`src/rtl/options_parse_sched.sv`:
```
// Round-robin arbiter that lends one options parser to NUM_REQ header requesters,
// tracks the parse to done or timeout and hands the result back to the owner.
module options_parse_sched #(
    parameter int NUM_REQ = 4,
    parameter int LEN_W   = 6,
    parameter int MAX_LEN = 40,
    parameter int RES_W   = 32,
    parameter int TIMEOUT = 255,
    parameter int TO_W    = 8
) (
    input  logic                     clk,
    input  logic                     rst,
    input  logic [NUM_REQ-1:0]       req_valid,
    input  logic [NUM_REQ*LEN_W-1:0] req_len,
    output logic [NUM_REQ-1:0]       req_ready,
    output logic [NUM_REQ-1:0]       rsp_valid,
    input  logic [NUM_REQ-1:0]       rsp_ready,
    output logic [RES_W-1:0]         rsp_result,
    output logic                     rsp_err,
    input  logic                     par_ready,
    output logic                     par_start,
    output logic [LEN_W-1:0]         par_len,
    input  logic                     par_done,
    input  logic [RES_W-1:0]         par_result,
    output logic                     par_abort
);

    // state | meaning
    // IDLE  | arbitrate, accept one request, screen its length
    // ISSUE | hold par_len, pulse par_start once the parser is ready
    // BUSY  | wait for par_done, abort when the timeout budget runs out
    // RESP  | present result to the owner until it takes it
    localparam logic [1:0] IDLE  = 2'd0;
    localparam logic [1:0] ISSUE = 2'd1;
    localparam logic [1:0] BUSY  = 2'd2;
    localparam logic [1:0] RESP  = 2'd3;

    localparam int GW = (NUM_REQ > 1) ? $clog2(NUM_REQ) : 1;
    localparam int SW = GW + 1;

    logic [1:0]       state;
    logic [GW-1:0]    last_grant;
    logic [GW-1:0]    grant;
    logic [LEN_W-1:0] len_q;
    logic [RES_W-1:0] result_q;
    logic             err_q;
    logic [TO_W-1:0]  tmr;

    logic [LEN_W-1:0] len_arr [NUM_REQ];
    logic             win_found;
    logic [GW-1:0]    win_idx;
    logic [LEN_W-1:0] win_len;
    logic [SW-1:0]    sum;
    logic             timed_out;

    always_comb begin
        for (int i = 0; i < NUM_REQ; i++) begin
            len_arr[i] = req_len[i*LEN_W +: LEN_W];
        end
    end

    // Scan starts one past the previous owner so everyone gets a turn.
    always_comb begin
        win_found = 1'b0;
        win_idx   = '0;
        sum       = '0;
        for (int k = 1; k <= NUM_REQ; k++) begin
            sum = {1'b0, last_grant} + SW'(k);
            if (sum >= SW'(NUM_REQ)) begin
                sum = sum - SW'(NUM_REQ);
            end
            if (!win_found && req_valid[sum[GW-1:0]]) begin
                win_found = 1'b1;
                win_idx   = sum[GW-1:0];
            end
        end
    end

    assign win_len = len_arr[win_idx];

    // Down-counter loaded at start; reaching zero marks TIMEOUT cycles since par_start.
    assign timed_out = (tmr == '0);

    always_comb begin
        req_ready = '0;
        if (state == IDLE && win_found && !rst) begin
            req_ready = NUM_REQ'(1) << win_idx;
        end
    end

    assign rsp_valid  = (state == RESP) ? (NUM_REQ'(1) << grant) : '0;
    assign rsp_result = result_q;
    assign rsp_err    = err_q;
    assign par_len    = len_q;
    assign par_start  = (state == ISSUE) && par_ready && !rst;
    assign par_abort  = (state == BUSY) && !par_done && timed_out && !rst;

    always_ff @(posedge clk) begin
        if (rst) begin
            state      <= IDLE;
            last_grant <= GW'(NUM_REQ - 1);
            grant      <= '0;
            len_q      <= '0;
            result_q   <= '0;
            err_q      <= 1'b0;
            tmr        <= '0;
        end else begin
            case (state)
                IDLE: begin
                    if (win_found) begin
                        grant <= win_idx;
                        len_q <= win_len;
                        if (win_len == '0) begin
                            result_q <= '0;
                            err_q    <= 1'b0;
                            state    <= RESP;
                        end else if (win_len > LEN_W'(MAX_LEN)) begin
                            result_q <= '0;
                            err_q    <= 1'b1;
                            state    <= RESP;
                        end else begin
                            state <= ISSUE;
                        end
                    end
                end
                ISSUE: begin
                    if (par_ready) begin
                        tmr   <= TO_W'(TIMEOUT - 1);
                        state <= BUSY;
                    end
                end
                BUSY: begin
                    if (par_done) begin
                        result_q <= par_result;
                        err_q    <= 1'b0;
                        state    <= RESP;
                    end else if (timed_out) begin
                        result_q <= '0;
                        err_q    <= 1'b1;
                        state    <= RESP;
                    end else begin
                        tmr <= tmr - 1'b1;
                    end
                end
                RESP: begin
                    if (rsp_ready[grant]) begin
                        last_grant <= grant;
                        state      <= IDLE;
                    end
                end
                default: state <= IDLE;
            endcase
        end
    end

endmodule

```
`config.mk`:
```
export PLATFORM = sky130hd
export DESIGN_NAME = options_parse_sched
export DESIGN_NICKNAME = d
export VERILOG_FILES = /design/src/rtl/options_parse_sched.sv
export SDC_FILE = /design/constraint.sdc
export NUM_CORES = 1
export LEC_CHECK = 0
export BUFFER_PORTS_ARGS = -buffer_cell sky130_fd_sc_hd__buf_2
export CORE_ASPECT_RATIO = 1.2
export CORE_MARGIN = 2
export CORE_UTILIZATION = 43
export CTS_CLUSTER_DIAMETER = 120
export DETAILED_ROUTE_END_ITERATION = 8
export PLACE_DENSITY = 0.76
export SYNTH_ARGS = -nofsm -noshare
export SYNTH_HDL_FRONTEND = slang
export SYNTH_SLANG_ARGS = --single-unit
```
`constraint.sdc`:
```
create_clock -name clk -period 2.9 [get_ports clk]
set_clock_uncertainty 0.05 [all_clocks]
set_input_delay 0.58 -clock clk [delete_from_list [all_inputs] [get_ports clk]]
set_output_delay 0.58 -clock clk [all_outputs]
set_load 0.02 [all_outputs]
```
==> results.txt <==
CP delay by family, top: buffers and inverters
period utilization: 97.7%
fill count: 561
Yosys top cell area share: 38.7%
Reg2Reg Launch Point: last_grant[1]
CP Cell Sequence: buf_2, o21a_2, a221oi_4, buf_12, mux2i_1, mux2i_1, nor4_2, buf_4, mux2i_4, a21oi_4, buf_4, clkbuf_16, mux2i_1
CTS sink cnt: 53
critical path launch point: req_valid[1]
CP max stage cell: a221oi_4
Iter 0 DRT Violations: 106
Num CTS Buffers: 5
die area: 7030 sq um
row cnt: 31
Starting Density: 45.0%
PortBufs: 116
r2r setup slk: 120 ps
clk buf depth: 2
post-layout util: 60.1%
vias per inst: 4.95
Hold Path Class: reg -> reg
Cell Area, Synth: 2740 sq um
Hold Path End: rsp_result[7]
Die Span Y: 91.5 um
ranking of synthesized cells by area: dfxtp_1, mux2i_1, nand2_1
Synth Flop Type: dfxtp_1
arrival time worst endpoint: 2980 ps
Final setup viols: 0
Routed WL: 6.56 mm
antenna violations before repair: 0
Antenna Violating Nets Remaining: 0
IO Pins: 117
Clock Latency Late Sink: 310 ps
status: completed
Total Routing Usage GR: 18.4%
WL/cell: 12.7 um
largest net degree at the start of global routing: 38
PwrDens: 803 nW/um^2
GRT overflow: 0
slew at the pin closest to its max-slew limit: 638 ps
# diodes: 0
critical path launch point type: input pin
setup_tns: 0 ps
R2R depth: 12
CP bufs+invs: 5
Data required, critical path: 3050 ps
drt first pass iters: 5
Max-cap violations: 0
final routed DRC violation total: 0
CTS tree: yes
CP most frequent cell: mux2i_1
FFs w/ async S/R, synth: 0%
post-cts hold buffer count: 0
Max-slew headroom: 57.4%
die width: 76.9 um
Mapped Nets: 381
Cells after Synth: 308
Leak: 0.00174 uW
htree depth: 2
max incr delay on CP: 330 ps
Fin. Hold Viols: 0
YS warnings: 0
Cell Area, Placed: 3440 sq um
top post-synthesis cells by count: nand2_1, mux2i_1, dfxtp_1
FF+latch count, synth: 53
Post-DP HPWL: 4.67 mm
Slew Viols, Final: 0
share of layout cells above drive strength 1: 37.3%
crit path max fanout: 12
sequential fraction of the synthesis area: 38.7%
Post-synth EDFFs: 0
fmax: 353 MHz
root buffer cell: clkbuf_8
Netlist cell types: 48
vias in the first global route: 2479
first-pass GRT wire length: 10.8 mm
Area growth syn-to-layout: 33.6%
Avg Cell Area, Syn: 8.90 sq um
cell with the most instances after synthesis: nand2_1
hold_sp: rsp_result[7]
maximum vdd drop: 661 uV
Critical Setup Path Class: in -> reg
core box area: 6090 sq um
routability cong.: 0.714
Via Count: 2552
final critical-path required period: 2830 ps
nets: 506
CP Capture Type: register
cell area after layout: 3660 sq um
hold path depth: 2
FF-to-FF End: rsp_result[25]
Synth area leader: dfxtp_1
Worst-path clk slew: 90 ps
-- through the flow --
stage / instances / setup slack, ps / power, uW / hold WS, ps
2_1_floorplan: 308 / 0.542 / 2080 / 425
3_3_place_gp: 503 / -97.9 / 2300 / 388
3_5_place_dp: 503 / -159 / 2330 / 395
4_1_cts: 511 / 26.3 / 2750 / 413
5_1_grt: 516 / -57.1 / 3140 / 428
6_report: 516 / 68.0 / 2940 / 410
-- timing repair --
item                                    CTS  global route
endpoints found under the setup margin    1            34
gates resized for setup                   1            10
pin swaps                                 0             2
buffers inserted                          0             3
gates cloned                              0             3
-- cells in the final DEF, fill, tap and decap left out, types with 3 or more instances in the layout --
cell / n
buf_4: 13
inv_1: 6
nand2_1: 90
xor2_1: 4
nor2_1: 12
buf_12: 3
ha_1: 5
dfxtp_1: 52
buf_2: 115
clkbuf_16: 3
nor4_1: 3
a21oi_1: 14
nand2b_1: 5
nor3_1: 5
mux2i_1: 53
clkbuf_8: 5
-- worst max-delay path by stage --
stage	to	slack, ps	cells past startpoint
after floorplan	rsp_err	0.5	10
after global placement	rsp_result[2]	-100	12
after detailed placement	rsp_result[2]	-160	12
after CTS	par_abort	30	4
after global routing	rsp_result[23]	-60	13
final	rsp_result[25]	70	13
-- layer usage --
| layer | GRT usage, % | wire, um | up-vias |
|---|---|---|---|
| met5 | 0 | 0 | - |
| met4 | 5.91 | 99 | 0 |
| met3 | 5.07 | 440 | 10 |
| met2 | 33.6 | 3320 | 79 |
| met1 | 20.4 | 2700 | 1170 |
| li1 | - | - | 1293 |
-- flip-flops by register name, summed over array words and instances, names as in the netlist --
signal	cells
par_len	6
grant	2
rsp_err	1
tmr	8
rsp_result	32
state	2
last_grant	2
-- logic make-up (layout without fill, tap and decap cells) --
| logic type | count (synthesis) | count (layout) | synth area share [%] |
|---|---|---|---|
| and+or+nand+nor | 135 | 135 | 22.3 |
| muxes | 55 | 55 | 20.5 |
| DFF | 53 | 53 | 38.7 |
| AOI/OAI and AO/OA | 29 | 29 | 8.40 |
| buffers and inverters | 25 | 151 | 5.84 |
| xor gates and xnor gates | 6 | 6 | 1.92 |
| adders and majority gates | 5 | 5 | 2.28 |
-- worst reg2reg max path: stages, from the launching register on --
cell and delay, ps:
dfxtp_1 420, inv_1 90, a221oi_4 380, buf_12 170
mux2i_1 190, mux2i_1 120, nor4_2 300, buf_4 180
mux2i_4 250, a21oi_4 90, buf_4 160, clkbuf_16 170
mux2i_1 120
-- power by group --
group          internal, uW  total, uW  switching, uW
combinational           779       1580            796
clock                   171        411            240
sequential              857        954           96.9
total                  1810       2940           1130
-- layout make-up --
type / instances / area [sq um] / area share (%)
multi-input cells: 230 / 1560 / 42.6
flip-flops and latches: 53 / 1060 / 29.1
repair buffers: 135 / 820 / 22.4
well taps: 82 / 103 / 2.80
clock buffers: 7 / 76.3 / 2.08
inverters: 8 / 30.0 / 0.820
clock inverters: 1 / 7.51 / 0.205
(Power assumes the default switching activity.)
